**src/rtl/auto_song_memory.sv**
```systemverilog
// Song memory for the auto-play sequencer: three constant songs plus one writable user song,
// with a small fetch FSM that turns 6-bit entries into registered note/duration outputs.
module auto_song_memory #(
    parameter int unsigned DUR_UNIT = 32'd12500000
) (
    input  logic        clk,
    input  logic        rst,
    input  logic [1:0]  song_select,
    input  logic        song_load,
    input  logic [4:0]  address,
    input  logic        wr_en,
    input  logic [4:0]  wr_addr,
    input  logic [3:0]  wr_note,
    input  logic [1:0]  wr_dur,
    output logic [3:0]  note_value,
    output logic [25:0] duration_value,
    output logic        isvalid,
    output logic        wr_ack,
    output logic [1:0]  active_song
);

    localparam logic [3:0] END_NOTE  = 4'd15;
    localparam logic [5:0] END_ENTRY = 6'b1111_00;

    typedef enum logic [1:0] {
        ST_IDLE  = 2'd0,
        ST_FETCH = 2'd1,
        ST_VALID = 2'd2,
        ST_END   = 2'd3
    } state_t;

    state_t      state_r;
    state_t      state_next_s;
    logic [5:0]  user_song_r [32];
    logic [4:0]  addr_cap_r;
    logic [1:0]  active_song_r;
    logic [3:0]  note_r;
    logic [25:0] dur_r;
    logic        isvalid_r;
    logic        wr_ack_r;
    logic [5:0]  entry_s;
    logic [3:0]  note_next_s;
    logic [25:0] dur_next_s;
    logic        isvalid_next_s;

    // Duration code d means (d+1) units; the largest product still fits in 26 bits.
    function automatic logic [25:0] expand_dur(input logic [1:0] d);
        return 26'(({30'd0, d} + 32'd1) * DUR_UNIT);
    endfunction

    function automatic logic [5:0] rom_entry(input logic [1:0] song, input logic [4:0] addr);
        logic [5:0] e;
        e = END_ENTRY;
        case (song)
            2'd0: begin
                case (addr)
                    5'd0:    e = {4'd1,  2'd0};
                    5'd1:    e = {4'd3,  2'd1};
                    5'd2:    e = {4'd5,  2'd2};
                    5'd3:    e = {4'd6,  2'd3};
                    5'd4:    e = {4'd8,  2'd0};
                    5'd5:    e = {4'd10, 2'd1};
                    5'd6:    e = {4'd12, 2'd2};
                    5'd7:    e = {4'd13, 2'd3};
                    default: e = END_ENTRY;
                endcase
            end
            2'd1: begin
                case (addr)
                    5'd0:    e = {4'd14, 2'd1};
                    5'd1:    e = {4'd0,  2'd0};
                    5'd2:    e = {4'd12, 2'd1};
                    5'd3:    e = {4'd0,  2'd0};
                    5'd4:    e = {4'd10, 2'd3};
                    5'd5:    e = {4'd9,  2'd2};
                    5'd6:    e = {4'd7,  2'd1};
                    5'd7:    e = {4'd0,  2'd1};
                    5'd8:    e = {4'd5,  2'd0};
                    5'd9:    e = {4'd4,  2'd0};
                    5'd10:   e = {4'd2,  2'd3};
                    default: e = END_ENTRY;
                endcase
            end
            // Song 2 fills all 32 slots with no end marker, so entry 31 is playable.
            2'd2:    e = {4'((addr % 5'd14) + 5'd1), addr[1:0]};
            default: e = END_ENTRY;
        endcase
        return e;
    endfunction

    // Entry addressed by the sequencer within the active song.
    always_comb begin
        entry_s = END_ENTRY;
        if (active_song_r == 2'd3) begin
            entry_s = user_song_r[address];
        end else begin
            entry_s = rom_entry(active_song_r, address);
        end
    end

    // State register.
    always_ff @(posedge clk or negedge rst) begin
        if (!rst) begin
            state_r <= ST_IDLE;
        end else begin
            state_r <= state_next_s;
        end
    end

    // Next-state logic; song_load overrides everything else.
    always_comb begin
        state_next_s = state_r;
        if (song_load) begin
            state_next_s = ST_FETCH;
        end else begin
            case (state_r)
                ST_IDLE:  state_next_s = ST_IDLE;
                ST_FETCH: state_next_s = (entry_s[5:2] == END_NOTE) ? ST_END : ST_VALID;
                ST_VALID: state_next_s = (address != addr_cap_r) ? ST_FETCH : ST_VALID;
                ST_END:   state_next_s = ST_END;
                default:  state_next_s = ST_IDLE;
            endcase
        end
    end

    // Next output values: loaded only on FETCH, end marker clears them.
    always_comb begin
        note_next_s    = note_r;
        dur_next_s     = dur_r;
        isvalid_next_s = (state_next_s == ST_VALID);
        if (state_r == ST_FETCH) begin
            if (entry_s[5:2] == END_NOTE) begin
                note_next_s = 4'd0;
                dur_next_s  = 26'd0;
            end else begin
                note_next_s = entry_s[5:2];
                dur_next_s  = expand_dur(entry_s[1:0]);
            end
        end else begin
            note_next_s = note_r;
            dur_next_s  = dur_r;
        end
    end

    // Output, song latch and captured-address registers.
    always_ff @(posedge clk or negedge rst) begin
        if (!rst) begin
            note_r        <= 4'd0;
            dur_r         <= 26'd0;
            isvalid_r     <= 1'b0;
            wr_ack_r      <= 1'b0;
            active_song_r <= 2'd0;
            addr_cap_r    <= 5'd0;
        end else begin
            note_r    <= note_next_s;
            dur_r     <= dur_next_s;
            isvalid_r <= isvalid_next_s;
            wr_ack_r  <= wr_en;
            if (song_load) begin
                active_song_r <= song_select;
            end
            if (state_r == ST_FETCH) begin
                addr_cap_r <= address;
            end
        end
    end

    // User song storage; a same-cycle FETCH sees the pre-write contents.
    always_ff @(posedge clk or negedge rst) begin
        if (!rst) begin
            for (int i = 0; i < 32; i++) begin
                user_song_r[i] <= END_ENTRY;
            end
        end else if (wr_en) begin
            user_song_r[wr_addr] <= {wr_note, wr_dur};
        end
    end

    assign note_value     = note_r;
    assign duration_value = dur_r;
    assign isvalid        = isvalid_r;
    assign wr_ack         = wr_ack_r;
    assign active_song    = active_song_r;

endmodule

```
**config.mk**
```make
export PLATFORM = sky130hd
export DESIGN_NAME = auto_song_memory
export DESIGN_NICKNAME = d
export VERILOG_FILES = /design/src/rtl/auto_song_memory.sv
export SDC_FILE = /design/constraint.sdc
export NUM_CORES = 1
export LEC_CHECK = 0
export ABC_AREA = 1
export CAP_MARGIN = 20
export CORE_MARGIN = 2
export CORE_UTILIZATION = 40
export DETAILED_ROUTE_END_ITERATION = 16
export GPL_ROUTABILITY_DRIVEN = 0
export HOLD_SLACK_MARGIN = 0.05
export MAX_ROUTING_LAYER = met4
export PLACE_DENSITY = 0.71
export SLEW_MARGIN = 20
export SYNTH_ARGS = -nofsm -noshare
export SYNTH_HDL_FRONTEND = slang
export SYNTH_SLANG_ARGS = --single-unit
```
**constraint.sdc**
```tcl
create_clock -name clk -period 2.1 [get_ports clk]
set_clock_uncertainty 0.05 [all_clocks]
set_input_delay 0.21 -clock clk [delete_from_list [all_inputs] [get_ports clk]]
set_output_delay 0.21 -clock clk [all_outputs]
set_load 0.005 [all_outputs]
```
# Word-level counts from Yosys, hierarchy flattened
# Memory sizes are Yosys's and may differ from the RTL's.
# Cells that the tools add are included.
word_totals:
  regBits: 233
  latchBits: 0
  mem_bits_rw: 0
  mem_bits_ro: 144
  in_bits: 22
  output_inout_bits: 34
  word_cells: 79
  memories: 2
classes:
  n_addsub: 2
  n_mul: 1
  div_mod_pow: 1
  n_lt_le_gt_ge: 3
  eq_ne: 9
  shift: 0
  n_mux: 16
  bitwise_logic: 2
  reduce_logical: 4
memory_table:
  columns: ["name", "depth", "width", "rd", "rd_ports_with_merged_regs", "wr", "line_no", "text"]
  rows:
  - ["(no name shown)", 16, 6, 1, 0, 0, "69", "case (addr)"]
  - ["(no name shown)", 8, 6, 1, 0, 0, "56", "case (addr)"]
op_table:
  columns: ["operator", "count"]
  rows:
  - ["192-bit bitwise mux", 1]
  - ["6-bit two-way mux", 6]
  - ["6-bit binary-select mux with 5-bit select", 1]
  - ["6-bit demux with 5-bit select", 1]
  - ["26-bit two-way mux", 1]
  - ["3-bit by 19-bit multiplier with 21-bit output, second input constant", 1]
  - ["6-bit case mux with 3 select lines", 1]
  - ["6-bit greater-or-equal comparator, second input constant", 2]
  - ["5-bit inverter with 6-bit output", 2]
  - ["2-bit equality test, second input constant", 5]
  - ["2-bit case mux with 4 select lines", 1]
  - ["2-bit zero test", 3]
  - ["6-bit by 1-bit less-than comparator with 1-bit output, second input constant", 1]
  - ["5-bit by 4-bit remainder unit with 5-bit output, second input constant", 1]
  - ["5-bit inequality test", 1]
  - ["4-bit by 1-bit adder with 4-bit output, second input constant", 1]
  - ["2-bit by 1-bit equality test with 1-bit output, second input constant", 2]
  - ["4-bit equality test, second input constant", 1]
  - ["2-bit two-way mux", 2]
  - ["4-bit two-way mux", 1]
  - ["2-bit by 1-bit adder with 3-bit output, second input constant", 1]
  - ["1-bit logical AND", 1]
  - ["1-bit two-way mux", 1]

# Depth between registers and ports, before layout
# Gate-level depths: netlist (run 1).
depth:
  ltp_word: 10
  mapped_depth: 22
  mapped_depth_nobuf: 20

# Least setup slack after synthesis (run 1)
# Ideal clock, no wire load.
synth_path:
  kind: "input to register"
  start: "input address[0]"
  end: "register dur_r[22] (netlist: duration_value[22])"
  setup_time_ns: 0.118
  arrival_time_ns: 2.575
  required_ns: 1.932
  setup_slack_ns: -0.643
  cell_stages: 19
  n_path_buf: 3
  cell_sequence: "inv_2 buf_2 buf_2 buf_6 ha_1 nor2_1 nor2_1 a32oi_1 nand2_1 inv_1 ha_1 ha_1 and3b_1 nand3_1 nand3_1 nand2_1 nand2_1 nand3_1 nand2_1"
synth_between:
  elab_chain_len: 8
  elab_cells_between_ends: 16
  cone_classes: "2 x add/sub; 1 x mul; 1 x div; 1 x eq/ne; 8 x mux; 1 x bitwise; 2 x memory"
synth_lines:
  columns: ["item", "line_no", "text"]
  rows:
  - ["start, declared", "10", "input logic [4:0] address,"]
  - ["parallel branches: the longest is 4 deep, another holds 5-bit by 4-bit remainder unit with 5-bit output", null, null]
  - ["6-bit two-way mux (*)", "94", "if (active_song_r == 2'd3) begin"]
  - ["2-bit by 1-bit adder with 3-bit output", "48", "return 26'(({30'd0, d} + 32'd1) * DUR_UNIT);"]
  - ["3-bit by 19-bit multiplier with 21-bit output", "48", null]
  - ["26-bit two-way mux (*)", "132", "if (entry_s[5:2] == END_NOTE) begin"]
  - ["end signal, assigned", "156", "dur_r <= dur_next_s;"]
  - ["end, declared", "38", "logic [25:0] dur_r;"]
# Every way passes the cells marked *. The select of a mux whose other input is x is not followed.
# A chain may end at the register's enable or synchronous reset.

# Worst setup path after layout (run 1)
layout_path:
  start: "register active_song_r[0] (netlist: active_song[0])"
  end: "register dur_r[22] (netlist: duration_value[22])"
layout_between:
  elab_chain_len: 6
  elab_cells_between_ends: 10
  cone_classes: "1 x add/sub; 1 x mul; 4 x eq/ne; 3 x mux; 1 x reduce/logical"
layout_lines:
  columns: ["item", "line_no", "text"]
  rows:
  - ["start, declared", "36", "logic [1:0] active_song_r;"]
  - ["start signal, assigned", "160", "active_song_r <= song_select;"]
  - ["2-bit equality test, or another cell as far along", "54", "case (song)"]
  - ["6-bit case mux with 3 select lines", "54", null]
  - ["6-bit two-way mux (*)", "94", null]
  - ["2-bit by 1-bit adder with 3-bit output", "48", null]
  - ["3-bit by 19-bit multiplier with 21-bit output", "48", null]
  - ["26-bit two-way mux (*)", "132", null]
# Every way passes the cells marked *; elsewhere a longest branch is shown, timed or not.

==> run metrics, run 1 <==
Peak VDD IR around 0.47 mV; post-layout min period roughly 2.2 ns; Most used DFF post-synth dfstp_2; first-pass GRT wire length between 40 and 50 mm; critical path fanouts, max 6; commonest cells after routing, fill and taps aside nand2_1, o21ai_0, buf_4, dfstp_2, nand3_1; Post-DP Area about 0.012 mm²; Initial Util around two fifths; fmax between 400 and 500 MHz; Placed Instances 1821; drt total wl 30.6 mm; crit path buf inv count 3; CP arrival 2.60 ns; fin nets roughly 1600; H-tree depth 1; Final Hold Fails 0; clk slew on worst S/H paths about 0.060 ns; YS warnings 0; GRT Total Usage ~22%; Cells after Synth around 1400; PwrDens 943 mW/mm²; Core Region between 0.02 and 0.03 mm²; Max Buffers Root-to-Sink 3; EDFF count, synth 0; vias in the first global route 9588; Antenna Cells 0; Die ar. approximately 0.029 mm²; TritonRoute pass-1 iters 5; Startpoint Class register; largest net degree at the start of global routing just under 60; Via density between 5 and 6; clock root buffer clkbuf_16; leakage a little over 6 nW; #FFs+latches synth between 200 and 250; ys async rst share 100%; port bufs 48; MaxCap Viol Count 0; HPWL after detailed placement roughly 21 mm; met2 Track Usage GR a little over a third; most common cell after layout, fill and taps aside nand2_1; Layout area overhead 24.8%; # rows 60; Post-DRT Antenna Nets 0; overall power roughly 13 mW; Slew Limit Fails 0; CTS Buf Count 24; non-filler cells, final between 1500 and 2000; Critical R2R Launch active_song[0]; Worst setup EP type register; RSZ-0062 raised after global routing yes; crit path cell chain inv_1 > nor2_4 > a32oi_2 > nand2_4 > inv_4 > ha_4 > inv_2 > ha_4 > and3b_1 > nand3_2 > nand4_1 > nand2_1 > nand3_1 > nand2_1; CP max stage delay about 0.45 ns; final core occ between 50% and 60%; distinct cell type count after synthesis 37; Die H 169 µm; Setup crit start active_song[0]; CTS tree built; Initial DRC Count between 800 and 900; hold crit path type in2reg; share of layout cells above drive strength 1 ~25%; global route overflow 0; Avg Cell Area, Syn a little under 8 µm²; Crit path max-delay family simple AND/OR/NAND/NOR gates; register area share after synthesis slightly above 50%; layer carrying the most global-route usage met2; final instance area 0.0136 mm²; failing checks setup timing; Setup-failing EPs final 2; Worst Hold Launch address[4]; Vias ~10000; Post-Place Worst Slack -0.909 ns; Avg WL per Cell 16.2 µm; I/O Pins 56; Worst-Skew Late Latency ~0.53 ns; CP required 2.46 ns; Clock Sinks 218; run status finished, violations left; Setup WS post-layout -0.138 ns; DRC viols 0; grt met3 use 2.96%; crit path kind reg2reg; met1 Resource Use GR around 30%; slowest cell on the critical path dfrtp_2; Die Wd ~170 µm; Tcrit/Tclk final 107%; cell area after synthesis approximately 0.011 mm²; initial antenna violation count 0
## registers in the layout, summed over array words and instances (netlist names)
register,flops
wr_ack,1
note_value,4
active_song,2
state_r,2
user_song_r,192
duration_value,11
isvalid,1
addr_cap_r,5
## synth_stat cells, types with 14 or more instances
cell type | count | share of area [%]
nand2_1 | 539 | 19
o21ai_0 | 193 | 8.8
dfstp_2 | 128 | 31
nand3_1 | 106 | 4.9
dfrtp_1 | 90 | 21
nor2_1 | 69 | 2.4
inv_1 | 57 | 2.0
clkbuf_1 | 53 | 1.8
a21oi_1 | 44 | 2.0
buf_2 | 25 | 1.1
buf_4 | 20 | 1.4
ha_1 | 14 | 1.6
nor3_1 | 14 | 0.64
## worst reg2reg max path, delay by kind of cell, from the launching register on
family / cells / cell delay, ns
AO/OA/AOI/OAI: 1 / 0.31
adder cells (fa/ha/maj): 2 / 0.36
buffers and inverters: 3 / 0.27
flip-flops: 1 / 0.45
AND/OR/NAND/NOR: 8 / 0.69
## metrics by stage
step | hold slack (ns) | TNS (ns)
2_1_floorplan | -0.136 | -1.89
3_3_place_gp | 0.160 | -13.81
3_5_place_dp | 0.159 | -14.53
4_1_cts | 0.0987 | -0.0797
5_1_grt | 0.105 | -1.12
6_report | 0.0967 | -0.206
## layer usage
| layer | vias to the layer above | routed length, µm |
|---|---|---|
| li1 | 4754 | - |
| met1 | 4728 | 13400 |
| met2 | 352 | 14300 |
| met3 | 72 | 1890 |
| met4 | 0 | 1030 |
| met5 | - | 0 |
## logic make-up after synthesis
kind of cell,Yosys count,synth area share (%)
other,1,0.0343
and+or+nand+nor,749,27.8
xor gates and xnor gates,5,0.401
buffers and inverters,166,7.03
adders and majority gates,14,1.60
AOI/OAI and AO/OA,250,11.8
DFF,218,51.4
## power by group
part	internal, mW	leakage (nW)	total [mW]	switching, mW
registers	5.39	2.47	5.89	0.496
clock network	2.49	0.392	4.23	1.74
logic	1.29	3.28	2.75	1.47
## layout make-up
class / instances / area (µm²)
clock inverter: 7 / 78.8
multi-input combinational: 1026 / 4880
fill: 2531 / 13200
tap: 341 / 427
clock buffer: 36 / 717
timing repair buffer: 194 / 1670
inverter: 61 / 245
sequential: 218 / 5620
## worst paths after layout
check                                endpoint  slack, ns  cells past startpoint
setup / recovery           duration_value[22]      -0.14                     14
hold / removal                  addr_cap_r[4]        0.1                      4
setup reg to reg           duration_value[22]      -0.14                     14
hold reg to reg                 note_value[1]       0.43                      2
max in group asynchronous     user_song_r[58]       1.10                      3
min in group asynchronous          state_r[1]       0.15                      2
## repair_timing
action	4_1_cts	5_1_grt
pin swaps	12	25
setup buffers	9	8
resized for setup	30	39
hold buffers	1	0
hold endpoints to repair	115	0
endpoints found under the setup margin	17	17
gates cloned	1	0
(Power assumes the default switching activity.)
==> run 2, diff against run 1 <==
--- a/config.mk
+++ b/config.mk
@@ -10,11 +10,10 @@
 export CORE_MARGIN = 2
 export CORE_UTILIZATION = 40
 export DETAILED_ROUTE_END_ITERATION = 16
+export DONT_BUFFER_PORTS = 1
 export GPL_ROUTABILITY_DRIVEN = 0
 export HOLD_SLACK_MARGIN = 0.05
-export MAX_ROUTING_LAYER = met4
-export PLACE_DENSITY = 0.71
-export SLEW_MARGIN = 20
+export PLACE_DENSITY = 0.68
 export SYNTH_ARGS = -nofsm -noshare
 export SYNTH_HDL_FRONTEND = slang
 export SYNTH_SLANG_ARGS = --single-unit
==> run 2 against run 1 <==
The run ends with hold timing, setup timing left; total power decreased by 4.2%; critical path depth up 5; fmax is 1.8% lower; sequential share of layout area grew 2.8 points; setup slack worse by 0.041 ns; hold slack worse by 0.76 ns; non-clock buffer count fell by 88; clock-buffer cell count grew 2; design area down 6.3%; sequential cell count unchanged; clock power grew 3%; critical path type unchanged; critical endpoint unchanged; highest routed layer unchanged.
==> run metrics, run 2 (same netlist as run 1, synthesis figures left out) <==
run status finished, violations left; failing checks hold timing, setup timing; largest net degree at the start of global routing 219 (+270%); Die Wd 169 µm (unchanged); Avg WL per Cell 16.3 µm (+0.24%); Vias 9322 (-5.9%); DRC viols 0 (unchanged); H-tree depth 1 (unchanged); GRT Total Usage 20.9% (-1.3 points); clock root buffer clkbuf_16; Worst-Skew Late Latency 0.53 ns (about the same); fin nets 1474 (-5.6%); Post-DRT Antenna Nets 0 (unchanged); CP required 2.52 ns (+0.06 ns); global route overflow 0 (unchanged); final core occ 47.5% (-3.2 points); crit path kind reg2reg; Post-DP Area 0.0116 mm² (-6.6%); worst-margin pin slew around 0.74 ns; Tcrit/Tclk final 109% (+2.0 points); Setup WS post-layout -0.180 ns (-0.0414 ns); CTS Hold Bufs 10 (+9); I/O Pins 56 (unchanged); # rows 60 (unchanged); Core Region 0.0269 mm² (unchanged); Slew Limit Fails 0 (unchanged); max reg flops 192 (unchanged); vias in the first global route 9330 (-2.7%); initial antenna violation count 0 (unchanged); Initial DRC Count 798 (-5.8%); final instance area 0.0128 mm² (-6.3%); post-layout min period 2.28 ns (+0.0414 ns); Initial Util 40.7% (unchanged); Clock Sinks 218 (unchanged); fmax 439 MHz (-1.8%); CP arrival 2.70 ns (+0.10 ns); Antenna Cells 0 (unchanged); Worst setup EP type register; drt total wl 29.3 mm (-4.3%); HPWL after detailed placement 18.6 mm (-10%); Placed Instances 1735 (-4.7%); Layout area overhead 16.9%; Final Hold Fails 218 (+218); Max Buffers Root-to-Sink 3 (unchanged); Via density 5.18 (-1.4%); Reg with most FFs user_song_r; first-pass GRT wire length 48.4 mm (-2.7%); TritonRoute pass-1 iters 5 (unchanged); PwrDens 965 mW/mm² (+2.3%); CTS Buf Count 25 (+4.2%); Setup-failing EPs final 2 (unchanged); port bufs 0 (-100%); hold crit path type in2async; leakage 5.75 nW (-6.5%); Die H 169 µm (unchanged); clk slew on worst S/H paths 0.06 ns (about the same); MaxCap Viol Count 0 (unchanged); Peak VDD IR 0.643 mV (+36%); CTS tree built; relative slew slack approximately 50%; RSZ-0062 raised after global routing yes; non-filler cells, final 1798 (-4.5%); commonest cells after routing, fill and taps aside nand2_1, o21ai_0, dfstp_2, nand3_1, buf_4; share of layout cells above drive strength 1 21.6% (-3.0 points); Startpoint Class register; Die ar. 0.0287 mm² (unchanged); critical path fanouts, max 4 (-2); most common cell after layout, fill and taps aside nand2_1; WHS -0.664 ns (-0.761 ns)
[run 2: cell types whose count changed in the layout (fill, tap and decap cells not counted), moves of 3 or more]
cell,before,now
ha_1,7,10
nor2_1,62,65
clkdlybuf4s50_1,42,0
a21oi_2,6,1
dlygate4sd2_1,3,0
buf_12,6,2
a21oi_1,38,43
ha_4,7,4
inv_2,7,4
dlygate4sd3_1,1,9
buf_4,135,91
nand2_4,4,1
inv_1,51,54
[run 2: final cells by class]
cell class	count	area (µm²)
Clock buffer	38	756
Timing Repair Buffer	106	860
Multi-Input combinational cell	1026	4800
Clock inverter	8	71.3
Fill cell	2634	14100
Inverter	61	245
Sequential cell	218	5620
Tap cell	341	427
[run 2: final timing paths]
check	start	end	slack [ns]	cells after the start
setup / recovery	user_song_r[78]	duration_value[22]	-0.18	19
hold / removal	rst	state_r[0]	-0.66	0
setup reg to reg	user_song_r[78]	duration_value[22]	-0.18	19
hold reg to reg	user_song_r[150]	user_song_r[150]	0.44	2
max in group asynchronous	rst	user_song_r[65]	2.34	0
min in group clk	wr_addr[3]	user_song_r[59]	0.08	3
[run 2: worst max-delay path, stage by stage (launching register included)]
cell and delay, ns:
dfrtp_1 0.38, nand2_1 0.09, nand3_2 0.06, nand2_1 0.07
nand2_1 0.06, nand4_1 0.11, nand3_2 0.12, nand2_2 0.10
nand2_2 0.08, inv_4 0.11, ha_4 0.12, inv_2 0.04
ha_4 0.25, and3b_1 0.17, nand3_2 0.09, nand3_2 0.08
nand2_1 0.04, nand2_1 0.05, nand3_1 0.06, nand2_1 0.07
[run 2: per-stage QoR]
stage               setup slack (ns)  total power [mW]  setup TNS (ns)  hold slack, ns
finish                        -0.180              12.3          -0.193          -0.664
detailed placement            -0.379              7.88           -5.06          -0.127
global placement              -0.343              7.79           -4.30          -0.124
global route                  -0.331              13.0          -0.811          -0.685
CTS                           -0.135              12.3          -0.177          -0.691
floorplan                     -0.331              7.32           -1.89          -0.136
[run 2: metal layers]
metal | share of wire, % | vias to the layer above | global-route usage, %
met3 | 6.4 | 56 | 3.71
met2 | 45 | 282 | 33.7
met4 | 2.9 | 0 | 6.73
met5 | 0 | - | 0
li1 | - | 4568 | -
met1 | 45 | 4416 | 28.6
[run 2: what timing repair did]
| item | 4_1_cts | 5_1_grt |
|---|---|---|
| pin swaps | 9 | 14 |
| setup endpoints to repair | 15 | 17 |
| hold endpoints to repair | 233 | 218 |
| setup buffers | 4 | 2 |
| resized for setup | 11 | 33 |
| gates cloned | 0 | 1 |
[run 2: power breakdown]
part / total [mW] / switching, mW / internal (mW)
clock network: 4.34 / 1.74 / 2.60
registers: 5.89 / 0.506 / 5.39
logic: 2.09 / 1.17 / 0.914
total: 12.3 / 3.42 / 8.90
==> run 3, diff against run 2 <==
--- a/config.mk
+++ b/config.mk
@@ -8,12 +8,12 @@
 export ABC_AREA = 1
 export CAP_MARGIN = 20
 export CORE_MARGIN = 2
-export CORE_UTILIZATION = 40
+export CORE_UTILIZATION = 58
 export DETAILED_ROUTE_END_ITERATION = 16
 export DONT_BUFFER_PORTS = 1
 export GPL_ROUTABILITY_DRIVEN = 0
 export HOLD_SLACK_MARGIN = 0.05
-export PLACE_DENSITY = 0.68
+export PLACE_DENSITY = 0.88
 export SYNTH_ARGS = -nofsm -noshare
 export SYNTH_HDL_FRONTEND = slang
 export SYNTH_SLANG_ARGS = --single-unit
==> run 3 against run 2 <==
The flow still finishes with violations (hold timing, setup timing); clock power decreased by 3%; first-iteration DRC count increased by 43%; final cell count shrank 6.3%; register-to-register slack better by 0.05 ns; setup slack better by 0.048 ns; wire length is 2.3% lower.
==> run metrics, run 3 (same netlist as run 1, synthesis figures left out) <==
worst-margin pin slew 0.630 ns (-0.106 ns); largest net degree at the start of global routing 219 (unchanged); relative slew slack 57.7% (+7.1 points); sw frac 28.2% (+0.45 points); Avg WL per Cell 17.0 µm (+4.2%); port bufs 0 (unchanged); Tcrit/Tclk final 106% (-2.3 points); RSZ-0062 raised after global routing yes; crit path cell chain nand2_1 > nand3_1 > nand2_1 > nand2_1 > nand4_1 > nand3_2 > nand2_2 > buf_4 > buf_4 > buf_4 > buf_4 > buf_4 > buf_4 > nand3_2 > nand3_2 > nand2_1 > nand2_1 > nand3_1 > nand2_1; Clock Sinks 218 (unchanged); Max Buffers Root-to-Sink 3 (unchanged); FF-to-FF path depth 19 (unchanged); overall power 12.3 mW (-0.59%); CTS Hold Bufs 10 (unchanged); vias in the first global route 9455 (+1.3%); H-tree depth 1 (unchanged); HPWL after detailed placement 17.8 mm (-4.4%); critical path fanouts, max 2 (-2); Antenna Cells 0 (unchanged); fin nets 1470 (-0.27%); share of layout cells above drive strength 1 21.8% (+0.30 points); Die ar. 0.0200 mm² (-30%); slowest cell on the critical path dfrtp_1; Int Pwr 8.79 mW (-1.2%); max reg flops 192 (unchanged); CP arrival 2.60 ns (-0.10 ns); # rows 50 (-17%); MaxCap Viol Count 0 (unchanged); Vias 9776 (+4.9%); area of the multi-input gates 0.00480 mm² (+0.10%); share of power burned in combinational logic 17.3% (+0.4 points); Startpoint Class register; CTS tree built; Initial DRC Count 1144 (+43%); Core Region 0.0186 mm² (-31%); I/O Pins 56 (unchanged); run status finished, violations left; commonest cells after routing, fill and taps aside nand2_1, o21ai_0, dfstp_2, nand3_1, dfrtp_1; Highest Signal Layer met4; CTS Buf Count 23 (-8.0%); CP required 2.47 ns (-0.05 ns); DRC viols 0 (unchanged); Post-DRT Antenna Nets 0 (unchanged); leakage 5.69 nW (-0.90%); fmax 448 MHz (+2.1%); Final Hold Fails 218 (unchanged); clock root buffer clkbuf_16; Clock Power Share 34.4% (-0.8 points); drt total wl 28.6 mm (-2.3%); sequential group share of total power 48.3% (+0.5 points); TritonRoute pass-1 iters 6 (+1); clk slew on worst S/H paths 0.07 ns (about the same); Die H 141 µm (-17%); Die Wd 141 µm (-17%); sw power 3.46 mW (+1.0%); Post-DP Area 0.0114 mm² (-1.6%); Layout area overhead 15.4%; metal2 WL 13.6 mm (+2.0%); first-pass GRT wire length 46.0 mm (-4.8%); crit path kind reg2reg; Met1 Routed Length 11.6 mm (-12%); Initial Util 58.8% (+18 points); failing checks hold timing, setup timing; Worst setup EP type register; Setup WS post-layout -0.132 ns (+0.0477 ns); CP max stage delay 0.37 ns (about the same); WHS -0.673 ns (-0.00832 ns); setup TNS -0.133 ns (+0.0605 ns); metal3 WL 2.55 mm (+36%); Via density 5.80 (+12%); # fillers 1391 (-47%); initial antenna violation count 0 (unchanged); Slew Limit Fails 0 (unchanged); Reg with most FFs user_song_r; post-layout min period 2.23 ns (-0.0477 ns); PwrDens 972 mW/mm² (+0.74%); most common cell after layout, fill and taps aside nand2_1; Setup-failing EPs final 2 (unchanged); hold crit path type in2async; Storage cell area 0.00562 mm² (about the same); final instance area 0.0126 mm² (-1.3%); global route overflow 0 (unchanged); Peak VDD IR 0.789 mV (+23%); Worst-Skew Late Latency 0.53 ns (about the same); GRT Total Usage 28.3% (+7.5 points)
==> run 3: per-stage QoR <==
| stage | util, % | instances | worst slack [ns] |
|---|---|---|---|
| 6_report | 67.9 | 1685 | -0.132 |
| 5_1_grt | 67.9 | 1685 | -0.300 |
| 4_1_cts | 67.0 | 1681 | -0.118 |
| 3_5_place_dp | 61.5 | 1621 | -0.341 |
| 3_3_place_gp | 61.5 | 1621 | -0.245 |
| 2_1_floorplan | - | 1409 | -0.331 |
==> run 3: critical path: cells and delay by family, from the launching register on <==
kind                   cells  cell delay, ns
buffers and inverters      6            0.73
AND/OR/NAND/NOR           13            0.98
flip-flops                 1            0.37
==> run 3: per-layer routing <==
layer / vias up / GRT usage (%)
met4: 0 / 10.0
li1: 4565 / -
met5: - / 0
met1: 4622 / 37.3
met2: 499 / 47.6
met3: 90 / 4.89
==> run 3: final cells by class <==
type	count	share of cell area, %
flip-flops and latches	218	44.6
inverters	61	1.95
well taps	234	2.32
clock inverters	10	0.963
clock buffers	32	5.31
multi-input cells	1026	38.1
repair buffers	104	6.80
==> run 3: timing repair <==
item / 4_1_cts / 5_1_grt
gates cloned: 0 / 1
resized for setup: 16 / 35
pin swaps: 11 / 23
setup buffers: 8 / 3
hold endpoints to repair: 237 / 218
endpoints found under the setup margin: 12 / 17
==> run 3: final timing paths <==
path	start	endpoint	slack (ns)
min	rst	isvalid	-0.67
min in group clk	address[4]	state_r[0]	0.06
max	user_song_r[78]	duration_value[22]	-0.13
min reg2reg	user_song_r[157]	user_song_r[157]	0.44
max in group asynchronous	rst	user_song_r[50]	2.22
max reg2reg	user_song_r[78]	duration_value[22]	-0.13
==> run 3: power groups by stage <==
| stage | registers, mW | clock network [mW] | logic [mW] |
|---|---|---|---|
| after detailed placement | 5.94 | 0 | 1.93 |
| final | 5.92 | 4.22 | 2.12 |
| after floorplan | 5.80 | 0 | 1.53 |
| after CTS | 5.89 | 4.25 | 2.00 |
| after global routing | 6.02 | 4.42 | 2.41 |
| after global placement | 5.92 | 0 | 1.81 |
